[config.mk]
export PLATFORM = sky130hd
export DESIGN_NAME = picorv_hpdc_seq
export DESIGN_NICKNAME = d
export VERILOG_FILES = /design/src/rtl/picorv_hpdc_pkg.sv /design/src/rtl/picorv_hpdc_seq_timeout_ctr.sv /design/src/rtl/picorv_hpdc_seq.sv
export SDC_FILE = /design/constraint.sdc
export NUM_CORES = 1
export LEC_CHECK = 0
export CAP_MARGIN = 10
export CORE_AREA = 2 2 113 115
export CTS_CLUSTER_DIAMETER = 100
export CTS_CLUSTER_SIZE = 12
export DETAILED_ROUTE_END_ITERATION = 12
export DIE_AREA = 0 0 115 117
export PLACE_DENSITY_LB_ADDON = 0.25
export SETUP_SLACK_MARGIN = 0.15
export SKIP_LAST_GASP = 1
export SLEW_MARGIN = 40
export SYNTH_ARGS = -nofsm -noshare
export SYNTH_HDL_FRONTEND = slang
export SYNTH_HIERARCHICAL = 1
export SYNTH_SLANG_ARGS = --single-unit
[constraint.sdc]
create_clock -name clk_i -period 3.82 [get_ports clk_i]
set_input_delay 0.764 -clock clk_i [delete_from_list [all_inputs] [get_ports clk_i]]
set_output_delay 0.764 -clock clk_i [all_outputs]
set_load 0.05 [all_outputs]
[src/rtl/picorv_hpdc_pkg.sv]
// rtl/picorv_hpdc_pkg.sv - shared types, constants and helpers for the picorv32 to hpdcache sequencer
package picorv_hpdc_pkg;

  localparam int unsigned REQ_OFFSET_WIDTH = 12;
  localparam int unsigned TAG_WIDTH        = 32 - REQ_OFFSET_WIDTH;
  localparam int unsigned SID_WIDTH        = 3;
  localparam int unsigned TID_WIDTH        = 6;

  localparam logic [31:0] PHYS_MEM_LIMIT = 32'h0002_0000;
  localparam logic [31:0] ERR_RDATA      = 32'hDEAD_BEEF;

  typedef enum logic [2:0] {
    IDLE     = 3'd0,
    FLUSH    = 3'd1,
    REQ      = 3'd2,
    WAIT_RSP = 3'd3,
    DONE     = 3'd4
  } seq_state_e;

  typedef enum logic [1:0] {
    HPDCACHE_REQ_LOAD  = 2'd0,
    HPDCACHE_REQ_STORE = 2'd1
  } hpdcache_req_op_e;

  typedef enum logic {
    HPDCACHE_WR_POLICY_WB = 1'b0,
    HPDCACHE_WR_POLICY_WT = 1'b1
  } hpdcache_wr_policy_e;

  typedef logic [TAG_WIDTH-1:0] hpdcache_tag_t;

  typedef struct packed {
    logic                uncacheable;
    logic                io;
    hpdcache_wr_policy_e wr_policy_hint;
  } hpdcache_pma_t;

  typedef struct packed {
    logic [REQ_OFFSET_WIDTH-1:0] addr_offset;
    logic [31:0]                 wdata;
    hpdcache_req_op_e            op;
    logic [3:0]                  be;
    logic [2:0]                  size;
    logic [SID_WIDTH-1:0]        sid;
    logic [TID_WIDTH-1:0]        tid;
    logic                        need_rsp;
    logic                        phys_indexed;
    hpdcache_tag_t               addr_tag;
    hpdcache_pma_t               pma;
  } hpdcache_req_t;

  typedef struct packed {
    logic [31:0]          rdata;
    logic [SID_WIDTH-1:0] sid;
    logic [TID_WIDTH-1:0] tid;
    logic                 error;
  } hpdcache_rsp_t;

  function automatic logic is_io(input logic [31:0] addr,
                                 input logic [31:0] limit = PHYS_MEM_LIMIT);
    return addr >= limit;
  endfunction

  function automatic hpdcache_req_t build_req(input logic [31:0]          addr,
                                              input logic [31:0]          wdata,
                                              input logic [3:0]           wstrb,
                                              input logic                 io,
                                              input logic [SID_WIDTH-1:0] sid = '0);
    hpdcache_req_t r;
    r                    = '0;
    r.addr_offset        = addr[REQ_OFFSET_WIDTH-1:0];
    r.addr_tag           = addr[31 -: TAG_WIDTH];
    r.wdata              = wdata;
    r.op                 = (|wstrb) ? HPDCACHE_REQ_STORE : HPDCACHE_REQ_LOAD;
    r.be                 = (|wstrb) ? wstrb : 4'b1111;
    r.size               = 3'd2;
    r.sid                = sid;
    r.tid                = '0;
    r.need_rsp           = 1'b1;
    r.phys_indexed       = 1'b1;
    r.pma.uncacheable    = io;
    r.pma.io             = io;
    r.pma.wr_policy_hint = HPDCACHE_WR_POLICY_WB;
    return r;
  endfunction

endpackage

[src/rtl/picorv_hpdc_seq_timeout_ctr.sv]
// rtl/picorv_hpdc_seq_timeout_ctr.sv - saturating access timeout counter with clear, enable and expire
module seq_timeout_ctr #(
  parameter int unsigned Limit = 1024
) (
  input  logic clk_i,
  input  logic rst_ni,
  input  logic clr_i,
  input  logic en_i,
  output logic expire_o
);

  localparam int unsigned W = (Limit > 2) ? $clog2(Limit) : 1;

  logic [W-1:0] cnt;

  assign expire_o = (cnt == W'(Limit - 1));

  // Holds at the limit so a stalled FSM keeps seeing expire instead of wrapping.
  always_ff @(posedge clk_i or negedge rst_ni) begin
    if (!rst_ni) begin
      cnt <= '0;
    end else if (clr_i) begin
      cnt <= '0;
    end else if (en_i && !expire_o) begin
      cnt <= cnt + W'(1);
    end
  end

endmodule

[src/rtl/picorv_hpdc_seq.sv]
// rtl/picorv_hpdc_seq.sv - single-outstanding picorv32 to hpdcache request sequencer
module picorv_hpdc_seq
  import picorv_hpdc_pkg::*;
#(
  parameter logic [31:0]          PhysMemLimit  = PHYS_MEM_LIMIT,
  parameter int unsigned          TimeoutCycles = 1024,
  parameter logic [SID_WIDTH-1:0] ReqSid        = '0,
  parameter logic [31:0]          ErrRdata      = ERR_RDATA
) (
  input  logic          clk_i,
  input  logic          rst_ni,
  input  logic          mem_valid_i,
  input  logic [31:0]   mem_addr_i,
  input  logic [31:0]   mem_wdata_i,
  input  logic [3:0]    mem_wstrb_i,
  output logic          mem_ready_o,
  output logic [31:0]   mem_rdata_o,
  output logic          core_req_valid_o,
  input  logic          core_req_ready_i,
  output hpdcache_req_t core_req_o,
  output logic          core_req_abort_o,
  output hpdcache_tag_t core_req_tag_o,
  input  logic          core_rsp_valid_i,
  input  hpdcache_rsp_t core_rsp_i,
  output logic          wbuf_flush_o,
  input  logic          wbuf_empty_i,
  output logic          err_o
);

  seq_state_e state;
  logic       stale;
  logic       rsp_match;
  logic       io_now;
  logic       expired;
  logic       ctr_clr;
  logic       ctr_en;

  assign rsp_match        = core_rsp_valid_i && (core_rsp_i.sid == ReqSid) && (core_rsp_i.tid == '0);
  assign io_now           = is_io(mem_addr_i, PhysMemLimit);
  assign core_req_abort_o = 1'b0;
  assign core_req_tag_o   = core_req_o.addr_tag;
  assign ctr_clr          = (state == IDLE);
  assign ctr_en           = (state == FLUSH) || (state == WAIT_RSP);

  seq_timeout_ctr #(
    .Limit(TimeoutCycles)
  ) u_timeout (
    .clk_i   (clk_i),
    .rst_ni  (rst_ni),
    .clr_i   (ctr_clr),
    .en_i    (ctr_en),
    .expire_o(expired)
  );

  always_ff @(posedge clk_i or negedge rst_ni) begin
    if (!rst_ni) begin
      state            <= IDLE;
      stale            <= 1'b0;
      core_req_o       <= '0;
      core_req_valid_o <= 1'b0;
      wbuf_flush_o     <= 1'b0;
      mem_ready_o      <= 1'b0;
      mem_rdata_o      <= '0;
      err_o            <= 1'b0;
    end else begin
      mem_ready_o <= 1'b0;
      err_o       <= 1'b0;
      // A late reply to a timed-out request only retires the stale flag.
      if (stale && rsp_match) begin
        stale <= 1'b0;
      end
      case (state)
        IDLE: begin
          if (mem_valid_i && !stale) begin
            core_req_o <= build_req(mem_addr_i, mem_wdata_i, mem_wstrb_i, io_now, ReqSid);
            if (io_now) begin
              state        <= FLUSH;
              wbuf_flush_o <= 1'b1;
            end else begin
              state            <= REQ;
              core_req_valid_o <= 1'b1;
            end
          end
        end
        FLUSH: begin
          if (wbuf_empty_i) begin
            state            <= REQ;
            wbuf_flush_o     <= 1'b0;
            core_req_valid_o <= 1'b1;
          end else if (expired) begin
            state        <= DONE;
            wbuf_flush_o <= 1'b0;
            mem_ready_o  <= 1'b1;
            mem_rdata_o  <= ErrRdata;
            err_o        <= 1'b1;
          end
        end
        REQ: begin
          if (core_req_ready_i) begin
            state            <= WAIT_RSP;
            core_req_valid_o <= 1'b0;
          end
        end
        WAIT_RSP: begin
          if (rsp_match) begin
            state       <= DONE;
            mem_ready_o <= 1'b1;
            mem_rdata_o <= core_rsp_i.error ? ErrRdata : core_rsp_i.rdata;
            err_o       <= core_rsp_i.error;
          end else if (expired) begin
            state       <= DONE;
            stale       <= 1'b1;
            mem_ready_o <= 1'b1;
            mem_rdata_o <= ErrRdata;
            err_o       <= 1'b1;
          end
        end
        DONE: begin
          state <= IDLE;
        end
        default: begin
          state <= IDLE;
        end
      endcase
    end
  end

endmodule

==> impl_metrics.py <==
metrics = {
    "layout": {
        "num-nets-final": 730,
        "fin_cells": 776,
        "drive_gt1_share_pct": 17.6,
        "syn2layout_area_growth_pct": 58.0,
        "finish.utilization_pct": 65.9,
    },
    "grt": {
        "grt_start_max_net_pins": 75,
        "grt_pass1_wl_um": 21100,
        "grt_pass1_vias": 4023,
        "antenna_found_initial": 1,
        "gr-total-overflow": 0,
        "grt_use_total_pct": 21.0,
    },
    "outcome": {
        "status": "completed",
    },
    "critical_path": {
        "cp-startpoint": "core_rsp_i[7]",
        "path_class": "in2reg",
        "critical_path_arrival_ns": 2.85,
        "crit_fanout": 24,
        "timing.rr.start": "u_timeout/cnt[0]",
        "worstSetupEndpoint": "mem_rdata_o[12]",
        "startpoint_type": "input pin",
        "end_kind": "flop",
        "cp.required_ns": 4.11,
        "r2r.worst_path.cells": 7,
        "rrSetupSlack_ns": 1.36,
        "rr_endpoint": "mem_rdata_o[12]",
    },
    "hold_path": {
        "holdCritPathClass": "in2async",
    },
    "clock_tree": {
        "cts_setup_buffers": 0,
        "cts-htree-levels": 4,
        "clock_path_buffers": 2,
        "cts_buffers": 17,
        "cts.reportedPaths.clkPinSlew_ns": 0.05,
        "cts_sinks": 121,
        "clk_latency_ns": 0.41,
        "cts_resized": 0,
        "clockRootBuffer": "clkbuf_16",
        "cts_hold_buf": 0,
        "cts_tree": "built",
    },
    "timing": {
        "worst-slew-pin-transition_ns": 0.786,
        "fin_crit_sh_pct": 67.0,
        "fmax_mhz": 391,
        "fin_setup_tns_ns": 0,
        "slew_viol_final": 0,
        "rsz0062_at_grt": "no",
        "hold_violations": 0,
        "slew_headroom_pct": 47.6,
        "fin_crit_ns": 2.56,
        "setup_viol": 0,
        "clock_skew_ns": 0.00765,
    },
    "logic_synthesis": {
        "synthDominantCellAreaShare_pct": 58.9,
        "netlist_instances": 385,
        "yosysWarnings": 6,
        "synth-seq-cells": 121,
        "synth_common_cells": "dfrtp_1 (121), mux2_2 (64), buf_4 (39)",
        "netlist_area_mm2": 0.00514,
        "syn_avg_cell_area_um2": 13.3,
        "synth_top_area_cell": "dfrtp_1",
        "post-synth-top-count-cell": "dfrtp_1",
        "yosys_most_used_dff": "dfrtp_1",
        "synth_edf_count": 0,
        "synth.area.top_cells": "dfrtp_1 (59%), mux2_2 (14%), buf_4 (5.7%), o22a_1 (3.4%), nand2_1 (1.5%)",
        "yosysUniqueCellTypes": 47,
        "async_flop_share_pct": 100,
        "ys_seq_area_share_pct": 58.9,
    },
    "power": {
        "p_leak_nw": 3.36,
        "powerDensity_mw_per_mm2": 918,
        "finalPower_mw": 7.45,
        "irDropWorstVdd_mv": 0.755,
    },
    "routing": {
        "avgViaCountPerCell": 5.03,
        "dr_total_vias": 3903,
        "drt_iter0_drc": 220,
        "wirelength_um": 13900,
        "routedWlPerCell_um": 18.0,
        "drtAntennaViolNets": 0,
        "drc": 0,
        "first_pass_iters": 5,
    },
    "floorplanning": {
        "initial_core_util_pct": 41.7,
        "io_pins": 260,
        "die_area_mm2": 0.0135,
        "die_w_um": 115,
        "core-area_mm2": 0.0123,
        "rows": 41,
        "die_h_um": 117,
    },
    "job": {
        "max-cap-violations": 0,
    },
    "place": {
        "place_congestion": 0.806,
        "dp_cells": 744,
        "hpwlAfterDp_um": 10400,
        "portBuffers": 245,
    },
}
-- through the flow --
step	setup WS, ns	area, µm²	hold WS, ns
after floorplan	1.70	5190	0.468
after global placement	0.883	7480	0.463
after detailed placement	0.804	7480	0.473
after CTS	1.23	8110	0.390
after global routing	1.12	8110	0.427
final	1.26	8120	0.370
-- logic make-up (layout without fill, tap and decap cells) --
| kind of cell | after synthesis | in the layout | synth area share (%) |
|---|---|---|---|
| muxes | 66 | 66 | 14.4 |
| other | 1 | 15 | 0.0730 |
| adders and majority gates | 1 | 1 | 0.244 |
| AOI/OAI and AO/OA | 58 | 58 | 8.99 |
| xor gates and xnor gates | 5 | 5 | 0.853 |
| DFF | 121 | 121 | 58.9 |
| buffers and inverters | 57 | 284 | 7.87 |
| and+or+nand+nor | 76 | 76 | 8.62 |
-- how the worst min path moves through the flow --
stage                                 to  slack, ns  cells after the start
after CTS                 core_req_o[73]       0.39                      1
after floorplan            core_req_o[1]       0.47                      0
after detailed placement  core_req_o[40]       0.47                      2
after global placement    core_req_o[38]       0.46                      2
after global routing      core_req_o[75]       0.43                      1
final                     core_req_o[73]       0.37                      1
-- placed cells by master (no fill, tap or decap), drive strengths merged, types with 3 or more instances in the layout --
cell | Yosys | final
o31ai | 4 | 4
a22o | 8 | 8
dfrtp | 121 | 121
nand2 | 20 | 20
o21ai | 8 | 8
nor2 | 14 | 14
or3 | 3 | 3
o22a | 24 | 24
nand2b | 6 | 6
clkinv | 1 | 4
nor4 | 5 | 5
bufinv | 0 | 4
inv | 3 | 3
nand3 | 3 | 3
clkdlybuf4s50 | 0 | 244
xor2 | 3 | 3
nand4 | 8 | 8
conb | 1 | 14
mux2 | 64 | 64
a21oi | 6 | 6
clkbuf | 1 | 24
nor3 | 9 | 9
buf | 52 | 5
-- where the power goes --
group          switching [mW]  internal, mW  total [mW]  leakage (nW)
registers               0.311          1.72        2.03          1.40
clock network           0.540          1.16        1.70         0.310
logic                    2.42          1.30        3.72          1.65
-- layout make-up --
class	instances	area, µm²
antenna	1	2.50
clock buffer	24	492
clock inverter	7	139
fill	942	4200
inverter	4	16.3
multi-input combinational	220	1750
sequential	121	3030
tap	150	188
timing repair buffer	249	2500
-- state kept, by name, indices dropped and copies added (netlist names) --
register,count
core_req_o,51
mem_rdata_o,32
core_req_tag_o,20
u_timeout/cnt,10
state,3
core_req_valid_o,1
err_o,1
mem_ready_o,1
stale,1
wbuf_flush_o,1
-- metal layers --
metal | share of wire (%) | wire length [µm] | global-route usage [%] | vias up
met5 | 0 | 0 | 0 | -
met4 | 2.1 | 294 | 9.24 | 0
met3 | 11 | 1580 | 9.89 | 21
met2 | 48 | 6680 | 34.7 | 204
met1 | 39 | 5390 | 23.4 | 1886
li1 | - | - | - | 1792
-- worst max-delay path, cell delays in order --
cell and delay (ns):
clkdlybuf4s50_1 0.45, nor4_4 0.41, nand3_2 0.18, or3_1 0.71, o22a_1 0.32
Power figures use the tool's default switching activity.
==> RTL edit 1, RTL diff (config.mk and constraints unchanged) <==
`REQ_OFFSET_WIDTH`: 12 -> 24.
--- a/src/rtl/picorv_hpdc_pkg.sv
+++ b/src/rtl/picorv_hpdc_pkg.sv
@@ -3,3 +3,3 @@
 
-  localparam int unsigned REQ_OFFSET_WIDTH = 12;
+  localparam int unsigned REQ_OFFSET_WIDTH = 24;
   localparam int unsigned TAG_WIDTH        = 32 - REQ_OFFSET_WIDTH;
Interface: changed (resized core_req_tag_o); port bits go from 260 to 248. No check against the original RTL was run, so the function may have changed too.
==> RTL edit 1 against the unedited design <==
- clock skew down 0.0021 ns
- final area is 1.6% lower
- power shrank 5.4%
- sequential cell count did not move
- maximum frequency is 1.1% higher
- worst setup slack better by 0.029 ns
- wire length shrank 6.5%
- synthesized area down 1.8%
- critical path type is now register to register
==> RTL edit 1: results (changes against the unedited design) <==
R2R Path End -> mem_rdata_o[18] (was mem_rdata_o[12])
Placer Congestion -> 0.761 (was 0.806)
Seq/Total Area, Yosys -> 60.0% (was 58.9%)
Routed length on met2 -> 6180 µm (was 6680 µm)
Worst vdd ir -> 0.646 mV (was 0.755 mV)
Dpl hpwl -> 9490 µm (was 10400 µm)
Fill cells -> 947 (was 942)
Grt met1 use -> 21.7% (was 23.4%)
Gr usage total -> 19.4% (was 21.0%)
Fin Hold WS -> 0.316 ns (was 0.370 ns)
Largest net degree at the start of global routing -> 64 (was 75)
Repair and plain buffers -> 236 (was 249)
Arrival time worst endpoint -> 2.88 ns (was 2.85 ns)
DR vias/cell -> 5.06 (was 5.03)
Top cells by area, synth -> dfrtp_1 (60%), mux2_2 (14%), buf_4 (4.0%) (was dfrtp_1 (59%), mux2_2 (14%), buf_4 (5.7%))
Post-Synth Adder-Cell Area -> 0.248% (was 0.244%)
XOR/XNOR Fraction of Synth Area -> 0.868% (was 0.852%)
NonClk Buf Share -> 29.7% (was 30.8%)
Worst path slowest cell -> nor3_1 (was or3_1)
CP max FO -> 25 (was 24)
Nets -> 717 (was 730)
Worst reg2reg startpoint -> u_timeout/cnt[0] (unchanged)
Placed cell count -> 731 (was 744)
LEAKAGE -> 3.32 nW (was 3.36 nW)
Post-synthesis compound-gate area fraction -> 9.15% (was 8.99%)
Placed Area -> 7350 µm² (was 7480 µm²)
Synth top cells by count -> dfrtp_1 (121), mux2_2 (64), buf_4 (27), nand2_1 (20), o22a_1 (20) (was dfrtp_1 (121), mux2_2 (64), buf_4 (39), nand2_1 (20), o22a_1 (20))
Initial antenna violation count -> 0 (was 1)
Status -> completed (unchanged)
Worst slew pin tran -> 0.775 ns (was 0.786 ns)
Post-DR wirelength/cell -> 17.1 µm (was 18.0 µm)
DR pass1 iterations -> 4 (was 5)
Synth Instances -> 373 (was 385)
Sequential share of cell area -> 37.9% (was 37.3%)
First-pass GRT wire length -> 19700 µm (was 21100 µm)
Skew final -> 0.00551 ns (was 0.00765 ns)
Flop-to-flop setup slack -> 1.29 ns (was 1.36 ns)
Final min period -> 2.53 ns (was 2.56 ns)
Multi-input gate share of the layout cell area -> 22.0% (was 21.6%)
Vias -> 3858 (was 3903)
Post-CTS Setup Bufs -> 0 (unchanged)
PostCTS Resize Cnt -> 0 (unchanged)
Area leader, netlist -> dfrtp_1 (unchanged)
Post-synthesis mux area share -> 14.7% (was 14.4%)
Layout cell share with drive strength beyond 1 -> 18.1% (was 17.6%)
# port buffers -> 233 (was 245)
GRT met2 Usage -> 31.3% (was 34.7%)
Starting DRT DRC Count -> 156 (was 220)
Seq cells -> 121 (unchanged)
Met1 Wirelength -> 5130 µm (was 5390 µm)
-- RTL edit 1: cell count changes after synthesis, sizes merged --
cell  unedited run  this run
buf             52        40
-- RTL edit 1: power breakdown --
part           switching, mW  total [mW]  internal (mW)
Combinational           2.15        3.35           1.19
Clock                  0.544        1.70           1.16
Sequential             0.280        2.00           1.72
-- RTL edit 1: how the worst max path moves through the flow --
| stage | start | endpoint | depth (start not counted) |
|---|---|---|---|
| final | u_timeout/cnt[0] | mem_rdata_o[18] | 7 |
| after global routing | u_timeout/cnt[0] | mem_rdata_o[18] | 7 |
| after CTS | core_rsp_i[7] | mem_rdata_o[2] | 5 |
| after detailed placement | core_rsp_i[7] | mem_rdata_o[2] | 5 |
| after global placement | core_rsp_i[7] | mem_rdata_o[30] | 5 |
| after floorplan | core_rsp_i[7] | mem_rdata_o[10] | 6 |
==> RTL edit 2, RTL diff (same flow settings) <==
Made on the original files. Reset style: synchronous (`rst_ni`), changed in 2 clocked blocks.
--- a/src/rtl/picorv_hpdc_seq_timeout_ctr.sv
+++ b/src/rtl/picorv_hpdc_seq_timeout_ctr.sv
@@ -18,3 +18,3 @@
   // Holds at the limit so a stalled FSM keeps seeing expire instead of wrapping.
-  always_ff @(posedge clk_i or negedge rst_ni) begin
+  always_ff @(posedge clk_i) begin
     if (!rst_ni) begin
--- a/src/rtl/picorv_hpdc_seq.sv
+++ b/src/rtl/picorv_hpdc_seq.sv
@@ -54,3 +54,3 @@
 
-  always_ff @(posedge clk_i or negedge rst_ni) begin
+  always_ff @(posedge clk_i) begin
     if (!rst_ni) begin
Check against the original RTL: differs if rst_ni is asserted again (counterexample within 4 cycles, from zero or initial values and one cycle with rst_ni low); with rst_ni held inactive, the same outputs for 4 cycles.
==> RTL edit 2 against the unedited design <==
- synthesized area is 0.37% lower
- wire length up 3.9%
- sequential cell count did not move
- count of clock-buffer cells in the layout fell by 1
- synthesized cell count grew 43%
- non-clock buffer count rose by 3
- final area is 1.9% lower
- final cell count is 19% higher
- register-to-register slack better by 0.31 ns
- worst setup slack better by 0.049 ns
- critical path type unchanged
- critical endpoint is now mem_rdata_o[1]
Power is not compared: it rests on default switching activity, and its combinational part moved more than twofold at a synthesized area within 25%.
==> RTL edit 2: results (changes against the unedited design) <==
Seq/Total Area, Yosys -> 47.3% (was 58.9%)
Gr usage total -> 21.0% (about the same)
First-pass GRT wire length -> 22100 µm (was 21100 µm)
DR pass1 iterations -> 4 (was 5)
Worst vdd ir -> 0.277 mV
Dpl ws -> 0.939 ns (was 0.804 ns)
Layout cell share with drive strength beyond 1 -> 8.30% (was 17.6%)
Root Buffer -> clkbuf_16 (unchanged)
DR vias/cell -> 5.03 (about the same)
Reg with most FFs -> core_req_o (unchanged)
Fin Hold WS -> 0.451 ns (was 0.370 ns)
Largest net degree at the start of global routing -> 67 (was 75)
Top cells by area, synth -> dfxtp_1 (47%), nand2_1 (12%), a21boi_1 (9.8%) (was dfrtp_1 (59%), mux2_2 (14%), buf_4 (5.7%))
Placer Congestion -> 0.870 (was 0.806)
Worst slew pin tran -> 0.838 ns (was 0.786 ns)
Grt met1 use -> 24.7% (was 23.4%)
Power Dens Cells -> 470 nW/µm²
Mean area per synthesized cell -> 9.31 µm² (was 13.3 µm²)
FFs w/ async S/R, synth -> 0% (was 100%)
Synth top cells by count -> nand2_1 (159), dfxtp_1 (121), a21boi_1 (67), buf_4 (40), o221a_1 (28) (was dfrtp_1 (121), mux2_2 (64), buf_4 (39), nand2_1 (20), o22a_1 (20))
GRT met2 Usage -> 37.1% (was 34.7%)
Number of diodes -> 0 (was 1)
Vias -> 4629 (was 3903)
R2R Path End -> core_req_o[67] (was mem_rdata_o[12])
Seq. pwr -> 1.37 mW
Skew final -> 0.00604 ns (was 0.00765 ns)
Met1 Wirelength -> 5980 µm (was 5390 µm)
XOR/XNOR Fraction of Synth Area -> 0.342% (was 0.852%)
Post-synthesis compound-gate area fraction -> 23.4% (was 8.99%)
Slowest cell delay on critical path -> 0.73 ns (was 0.71 ns)
CTS buffer count -> 17 (unchanged)
Max Root-Sink Buffers -> 2 (unchanged)
CP max FO -> 24 (unchanged)
Worst reg2reg path depth -> 6 (was 7)
Crit path max-delay family -> simple AND/OR/NAND/NOR gates (unchanged)
Met3 routed wirelength -> 794 µm (was 1580 µm)
Worst path slowest cell -> or3_1 (unchanged)
Reg clk slew, reported paths -> 0.05 ns (about the same)
Starting DRT DRC Count -> 345 (was 220)
Vias in the first global route -> 4299 (was 4023)
Nets -> 875 (was 730)
Hold Path Class -> register to register (was input pin to asynchronous set/reset pin)
Final WL -> 14500 µm (was 13900 µm)
Placed cell count -> 889 (was 744)
Post-synthesis mux area share -> 0.196% (was 14.4%)
Netlist cell types -> 58 (was 47)
Flop-to-flop setup slack -> 1.67 ns (was 1.36 ns)
Initial antenna violation count -> 0 (was 1)
Dpl hpwl -> 10600 µm (was 10400 µm)
WHS Endpoint -> core_req_o[77]
P_clk -> 1.55 mW
Grt met3 use -> 5.41% (was 9.89%)
Status -> completed (unchanged)
Post-CTS Setup Bufs -> 0 (unchanged)
Post-Synth Adder-Cell Area -> 0.244% (about the same)
Routed length on met2 -> 7570 µm (was 6680 µm)
Placed Area -> 7370 µm² (was 7480 µm²)
Worst reg2reg startpoint -> state[1] (was u_timeout/cnt[0])
## RTL edit 2: worst max path at each step
stage | startpoint | end | slack (ns) | cells after the start
final | core_rsp_i[7] | mem_rdata_o[1] | 1.31 | 5
after CTS | core_rsp_i[7] | mem_rdata_o[2] | 1.36 | 5
after global placement | core_rsp_i[7] | mem_rdata_o[23] | 1.01 | 5
after floorplan | core_rsp_i[4] | mem_rdata_o[10] | 1.70 | 6
after global routing | core_rsp_i[7] | mem_rdata_o[5] | 1.20 | 5
after detailed placement | core_rsp_i[7] | mem_rdata_o[18] | 0.94 | 5
## RTL edit 2: layout make-up
type | instances | area (µm²)
Clock buffer | 23 | 488
Clock inverter | 9 | 95.1
Fill cell | 1059 | 4350
Inverter | 6 | 22.5
Multi-Input combinational cell | 360 | 2230
Sequential cell | 121 | 2420
Tap cell | 150 | 188
Timing Repair Buffer | 252 | 2510
